File: config.mk
export PLATFORM = sky130hd
export DESIGN_NAME = cdc_handshake_tx
export DESIGN_NICKNAME = d
export VERILOG_FILES = /design/src/rtl/cdc_handshake_tx.sv
export SDC_FILE = /design/constraint.sdc
export NUM_CORES = 1
export LEC_CHECK = 0
export CELL_PAD_IN_SITES_DETAIL_PLACEMENT = 2
export CELL_PAD_IN_SITES_GLOBAL_PLACEMENT = 2
export CORE_MARGIN = 1
export CORE_UTILIZATION = 23
export CTS_CLUSTER_SIZE = 24
export DETAILED_ROUTE_END_ITERATION = 6
export PLACE_DENSITY = 0.73
export SLEW_MARGIN = 10
export SYNTH_ARGS = -nofsm -noshare
export SYNTH_HDL_FRONTEND = slang
export SYNTH_SLANG_ARGS = --single-unit
File: constraint.sdc
create_clock -name i_clk -period 1.41 [get_ports i_clk]
set_input_delay 0.2115 -clock i_clk [delete_from_list [all_inputs] [get_ports i_clk]]
set_output_delay 0.2115 -clock i_clk [all_outputs]
set_load 0.01 [all_outputs]
File: src/rtl/cdc_handshake_tx.sv
`default_nettype none
// ============================================================================
// Module   : cdc_handshake_tx
// Purpose  : Sending (source-domain) end of a 4-phase req/ack clock-domain
//            crossing for a multi-bit word. A word is taken over a
//            valid/ready handshake. It is held on o_data while a level
//            request o_req travels to the destination domain. The returning
//            acknowledge is asynchronous and passes through an NSTAGES-deep
//            synchronizer. Every FSM decision uses the synchronized copy only.
// Ports    : i_clk, i_rst_n (async, active-low)   clock / reset
//            i_valid, i_data, o_ready              word intake
//            o_req, o_data                         request level + held word
//            i_ack_async                           acknowledge (other domain)
//            o_done                                one-cycle completion pulse
//            o_err, i_err_clr                      sticky timeout flag / clear
//                                                  (CDC_TX_TIMEOUT_EN only)
// Options  : define CDC_TX_TIMEOUT_EN to bound each ack wait to TIMEOUT_CYC.
// Revision : 1.0 - initial release
// ============================================================================
module cdc_handshake_tx #(
  parameter int unsigned DATA_W      = 8,
  parameter int unsigned NSTAGES     = 2,
  parameter int unsigned TIMEOUT_CYC = 1023
) (
  input  logic              i_clk,
  input  logic              i_rst_n,
  input  logic              i_valid,
  input  logic [DATA_W-1:0] i_data,
  output logic              o_ready,
  output logic              o_req,
  output logic [DATA_W-1:0] o_data,
  input  logic              i_ack_async,
  output logic              o_done
`ifdef CDC_TX_TIMEOUT_EN
  ,
  output logic              o_err,
  input  logic              i_err_clr
`endif
);

  // Elaboration-time parameter sanity checks.
  if (NSTAGES < 2) begin : g_nstages_check
    $error("cdc_handshake_tx: NSTAGES must be >= 2");
  end
  if (TIMEOUT_CYC < 1) begin : g_timeout_check
    $error("cdc_handshake_tx: TIMEOUT_CYC must be >= 1");
  end

  typedef enum logic [1:0] {
    ST_IDLE    = 2'd0,
    ST_REQ     = 2'd1,
    ST_RELEASE = 2'd2
  } state_e;

  state_e              state_q, state_d;
  logic                req_q, req_d;
  logic                done_q, done_d;
  logic [DATA_W-1:0]   data_q, data_d;
  logic [NSTAGES-1:0]  ack_sync_q;

  logic w_ack_s;
  logic w_accept;
  logic w_tmo_hit;
  logic w_abort;

  // Ack synchronizer: bit 0 takes the asynchronous input, and the last bit
  // is the only copy the FSM ever looks at.
  always_ff @(posedge i_clk or negedge i_rst_n) begin
    if (!i_rst_n) begin
      ack_sync_q <= '0;
    end else begin
      ack_sync_q <= {ack_sync_q[NSTAGES-2:0], i_ack_async};
    end
  end

  assign w_ack_s = ack_sync_q[NSTAGES-1];

  // A stale high ack means the far end has not released the previous
  // transfer yet, so no new word may be taken.
  assign o_ready  = (state_q == ST_IDLE) && !w_ack_s;
  assign w_accept = i_valid && o_ready;

`ifdef CDC_TX_TIMEOUT_EN
  localparam int unsigned        c_cnt_w    = $clog2(TIMEOUT_CYC + 1);
  localparam logic [c_cnt_w-1:0] c_tmo_last = c_cnt_w'(TIMEOUT_CYC - 1);

  logic [c_cnt_w-1:0] cnt_q, cnt_d;
  logic               err_q, err_d;
  logic               abort_q, abort_d;

  // The count would reach TIMEOUT_CYC on this edge.
  assign w_tmo_hit = (cnt_q == c_tmo_last);
  // A handshake whose REQ phase timed out never reports o_done.
  assign w_abort   = abort_q;
`else
  assign w_tmo_hit = 1'b0;
  assign w_abort   = 1'b0;
`endif

  always_comb begin
    state_d = state_q;
    req_d   = req_q;
    data_d  = data_q;
    done_d  = 1'b0;
`ifdef CDC_TX_TIMEOUT_EN
    err_d   = err_q;
    abort_d = abort_q;
    cnt_d   = cnt_q;
`endif
    case (state_q)
      ST_IDLE: begin
        if (w_accept) begin
          data_d  = i_data;
          req_d   = 1'b1;
          state_d = ST_REQ;
`ifdef CDC_TX_TIMEOUT_EN
          abort_d = 1'b0;
`endif
        end
      end
      ST_REQ: begin
        if (w_ack_s) begin
          req_d   = 1'b0;
          state_d = ST_RELEASE;
        end else if (w_tmo_hit) begin
          req_d   = 1'b0;
          state_d = ST_RELEASE;
`ifdef CDC_TX_TIMEOUT_EN
          err_d   = 1'b1;
          abort_d = 1'b1;
`endif
        end
      end
      ST_RELEASE: begin
        if (!w_ack_s) begin
          done_d  = !w_abort;
          state_d = ST_IDLE;
        end else if (w_tmo_hit) begin
          state_d = ST_IDLE;
`ifdef CDC_TX_TIMEOUT_EN
          err_d   = 1'b1;
`endif
        end
      end
      default: begin
        req_d   = 1'b0;
        state_d = ST_IDLE;
      end
    endcase
`ifdef CDC_TX_TIMEOUT_EN
    // Count time spent in the current waiting state; restart on any move.
    if ((state_d != state_q) || (state_q == ST_IDLE)) begin
      cnt_d = '0;
    end else begin
      cnt_d = cnt_q + 1'b1;
    end
    // Clear has priority over a timeout raised in the same cycle.
    if (i_err_clr) begin
      err_d = 1'b0;
    end
`endif
  end

  always_ff @(posedge i_clk or negedge i_rst_n) begin
    if (!i_rst_n) begin
      state_q <= ST_IDLE;
      req_q   <= 1'b0;
      done_q  <= 1'b0;
      data_q  <= '0;
    end else begin
      state_q <= state_d;
      req_q   <= req_d;
      done_q  <= done_d;
      data_q  <= data_d;
    end
  end

`ifdef CDC_TX_TIMEOUT_EN
  always_ff @(posedge i_clk or negedge i_rst_n) begin
    if (!i_rst_n) begin
      cnt_q   <= '0;
      err_q   <= 1'b0;
      abort_q <= 1'b0;
    end else begin
      cnt_q   <= cnt_d;
      err_q   <= err_d;
      abort_q <= abort_d;
    end
  end

  assign o_err = err_q;
`endif

  assign o_req  = req_q;
  assign o_data = data_q;
  assign o_done = done_q;

endmodule
`default_nettype wire

-- Yosys cells after proc, flatten, opt, wreduce, memory -nomap -nowiden
Cells that the tools add are included.
- input bits: 12
- logic and storage cells: 27
- output and inout port bits: 11
- register bits: 14
- bitwise logic cells: 1
- equality and inequality tests: 5
- multiplexer cells: 9
- reductions and logical operators: 7
- operator list (kind ; number):
    $mux 2 ; 3
    $ne 2x2->1 const B ; 3
    $pmux 2 s3 ; 1
    $reduce_and 3->1 ; 2
    $mux 1 ; 4
    $pmux 1 s3 ; 1
    $eq 2x1->1 const B ; 1
    $eq 2x2->1 const B ; 1
    $logic_and 1x1->1 ; 2
    $logic_not 2->1 ; 1
    $reduce_and 2->1 ; 1
    $logic_not 1->1 ; 1
    $not 1->1 ; 1

-- Longest topological paths before layout
- depth after elaboration: 5
- mapped depth: 4
- mapped depth without buffers: 3

-- Worst setup path before layout
No wires, ideal clock.
- path kind: register to register
- from: reg state_q[0]
- to: reg data_q[0] (netlist: o_data[0])
- path buffers: 1
- setup slack: -0.018 ns
- data required time: 1.285 ns
- arrival time: 1.303 ns
- stages on the path, launching flop included: 4
- setup time: 0.125 ns
- period minus slack after synthesis: 1.428 ns
- cells stage by stage: dfrtp_1 buf_6 nor4b_4 mux2_2
- word-level cells in the longest chain between the ends: 4
- ends and longest elaborated chain (element ; RTL line ; text):
    from (decl) ; 55 ; state_e state_q, state_d;
    from (signal assigned) ; 171 ; state_q <= state_d;
    $logic_not 2->1 * ; 80, 110 ;
    $logic_and 1x1->1 ; 80 ; assign o_ready = (state_q == ST_IDLE) && !w_ack_s;
    $logic_and 1x1->1 ; 81 ; assign w_accept = i_valid && o_ready;
    $reduce_and 2->1 (no source line) * ; -- ;
    to (signal assigned) ; 174 ; data_q <= data_d;
    to (decl) ; 58 ; logic [DATA_W-1:0] data_q, data_d;
Every way passes the cells marked *; elsewhere a longest branch is shown, timed or not.
A chain may end at the register's enable or synchronous reset.

-- Final worst setup path
- from: reg data_q[0] (netlist: o_data[0])
- to: out o_data[0]
- RTL lines (element ; RTL line ; text):
    to (decl) ; 31 ; output logic [DATA_W-1:0] o_data,
No word-level cell between the ends.

==> run metrics <==
number of diodes=0; number of hold buffers added after cts=0; Vias/cell=4.24; worst-path maximum fanout=2; largest net degree at the start of global routing=15; slew at the pin closest to its max-slew limit=0.219 ns; Port Buffers=22; Total Die Area=0.00251 mm^2; CTS sink count=14; register bit total from synthesis=14; post-synthesis cell type count=12; total routing resource utilization after global routing=0.104; RD Place Congestion=0.678; latest clock arrival within the worst-skew pair=0.27 ns; hold violation count in the final report=0; Placement Cell Area=823 um^2; minimum clock period after layout=1.36 ns; post-route clock period utilization=0.966; vias post-DR=394; Die Span Y=50.1 um; instance count of the mapped netlist=34; Inserted Clock Buffers=3; unrepaired setup endpoints after global routing=no; Site Rows=17; launching element type of the critical path=flip-flop; final HPWL from detailed placement=851 um; Critical Path Max Stage Delay=0.53 ns; critical path arrival=1.15 ns; global-route wire length before repair=1840 um; synthesis-to-layout area growth=63.4%; pins over their slew limit=0; final standard cell count with taps included and fillers excluded=93; clock tree from TritonCTS=done; area of the placeable core=0.00219 mm^2; number of DRC violations after detailed-routing iteration 0=0; iteration count of the initial detailed-routing pass=1; final std cell area, no fill=871 um^2; highest-count cells in the layout ignoring fill and taps=sky130_fd_sc_hd__dfrtp_1 (13), sky130_fd_sc_hd__clkdlybuf4s50_1 (13), sky130_fd_sc_hd__mux2_2 (8); number of global-route vias before repair=427; fraction of final layout cells with drive strength greater than 1=0.323; tightest hold margin=0.243 ns; cell-by-cell listing of the critical path=clkdlybuf4s50_1; slowest stage cell, crit path=sky130_fd_sc_hd__clkdlybuf4s50_1; residual DRC count=0; Mean Syn Cell Area=15.7 um^2; VDD IR-drop max=482 uV; total of max-cap violations=0; Post-Route Skew=0.00184 ns; Bufs on Longest Clock Path=2; Syn Std Cell Area=533 um^2; Slew Limit Headroom=0.854; Worst path top cell family by delay=buffers and inverters; type of the tightest min-delay check=input pin to asynchronous set/reset pin; nature of the critical path endpoint=output port; number of buffers and inverters on the critical path=1; result of the run=complete, no violations; CTS clk-pin slew, worst paths=0.08 ns; cell count after placement=89; post-layout net count=78; number of antenna violations at the first check in global routing=0; antenna-violating nets left=0; sequential area share after synthesis=0.657; io pins=23; total power per unit cell area=1340 mW/mm^2; width of the chip=50.1 um; clock tree root driver cell=sky130_fd_sc_hd__clkbuf_4; H-tree levels=1; data required time of the worst path=1.20 ns; Routed wire per std cell=12.3 um; total length of routed wires=1150 um; GRT overflow=0; Highest Clock Rate=0.734 GHz; Lkg Pwr=0.000428 uW; net count after synthesis=46; Initial Util=0.243; number of synthesis warnings=0; total setup violations reported at the end of the flow=0; startpoint-to-endpoint class of the critical path=flip-flop to output port
## cells by family (layout without fill, tap and decap cells)
group,count (synthesis),in the layout,share of synthesized area
mux,8,8,0.169
buf+inv,3,34,0.0352
flops,14,14,0.657
xor+xnor,1,1,0.0164
simple gates,6,6,0.0962
compound gates,2,2,0.0258
## report_power, final
| part | internal [uW] | switching, uW |
|---|---|---|
| Combinational | 221 | 129 |
| Sequential | 488 | 51.3 |
| Clock | 157 | 124 |
## routing by layer
layer,part of all wire,track usage,vias up,wire length (um)
met1,0.40,0.125,192,461
met3,0.084,0.0364,4,96
met5,0,0,-,0
met4,0.024,0.0857,0,27
met2,0.49,0.147,17,559
li1,-,-,181,-
## synth_stat cells
cell	count	area share
sky130_fd_sc_hd__nor3b_1	1	0.014
sky130_fd_sc_hd__xor2_1	1	0.016
sky130_fd_sc_hd__mux2_2	8	0.17
sky130_fd_sc_hd__nor2_1	1	0.0070
sky130_fd_sc_hd__nor3_1	2	0.019
sky130_fd_sc_hd__dfrtp_1	14	0.66
sky130_fd_sc_hd__o32ai_1	1	0.016
sky130_fd_sc_hd__and2_1	1	0.012
sky130_fd_sc_hd__inv_1	2	0.014
sky130_fd_sc_hd__buf_6	1	0.021
sky130_fd_sc_hd__a21oi_1	1	0.0094
sky130_fd_sc_hd__nor4b_4	1	0.045
## through the flow
| stage | worst slack [ns] | utilization | power [uW] | TNS, ns |
|---|---|---|---|---|
| 2_1_floorplan | 0.00586 | - | 691 | 0 |
| 3_3_place_gp | -0.125 | 0.376 | 918 | -0.984 |
| 3_5_place_dp | -0.194 | 0.376 | 930 | -1.50 |
| 4_1_cts | 0.00114 | 0.391 | 1210 | 0 |
| 5_1_grt | 0.00318 | 0.397 | 1240 | 0 |
| 6_report | 0.0477 | 0.397 | 1170 | 0 |
## state kept, by name, indices dropped and copies added (netlist names)
name and flops:
o_data 8, state_q 2, o_done 1, ack_sync_q 2, o_req 1
## timing repair
item,in CTS,in global routing
buffers inserted,0,0
setup endpoints to repair,3,15
resized for setup,4,8
## worst reg2reg max path, cell delays in order (launching register included)
cell,delay [ns]
sky130_fd_sc_hd__dfrtp_2,0.44
sky130_fd_sc_hd__nor4b_4,0.30
sky130_fd_sc_hd__buf_6,0.17
sky130_fd_sc_hd__mux2_2,0.34
## final cells by class
type | count | area, um^2
tap | 28 | 35.0
timing repair buffer | 28 | 277
fill | 225 | 1320
inverter | 2 | 7.51
clock buffer | 4 | 36.3
multi-input combinational | 17 | 164
sequential | 14 | 352
## worst paths after layout
kind                                      end  slack [ns]  cells past startpoint           from
max in group asynchronous          state_q[1]        0.99                      2        i_rst_n
worst min-delay path                o_data[6]        0.24                      2        i_rst_n
min in group i_clk              ack_sync_q[1]        0.35                      0  ack_sync_q[0]
worst min register to register  ack_sync_q[1]        0.35                      0  ack_sync_q[0]
worst max register to register      o_data[6]        0.05                      3     state_q[1]
worst max-delay path                o_data[0]        0.05                      1      o_data[0]
No activity file was read; power rests on OpenSTA's default activity.
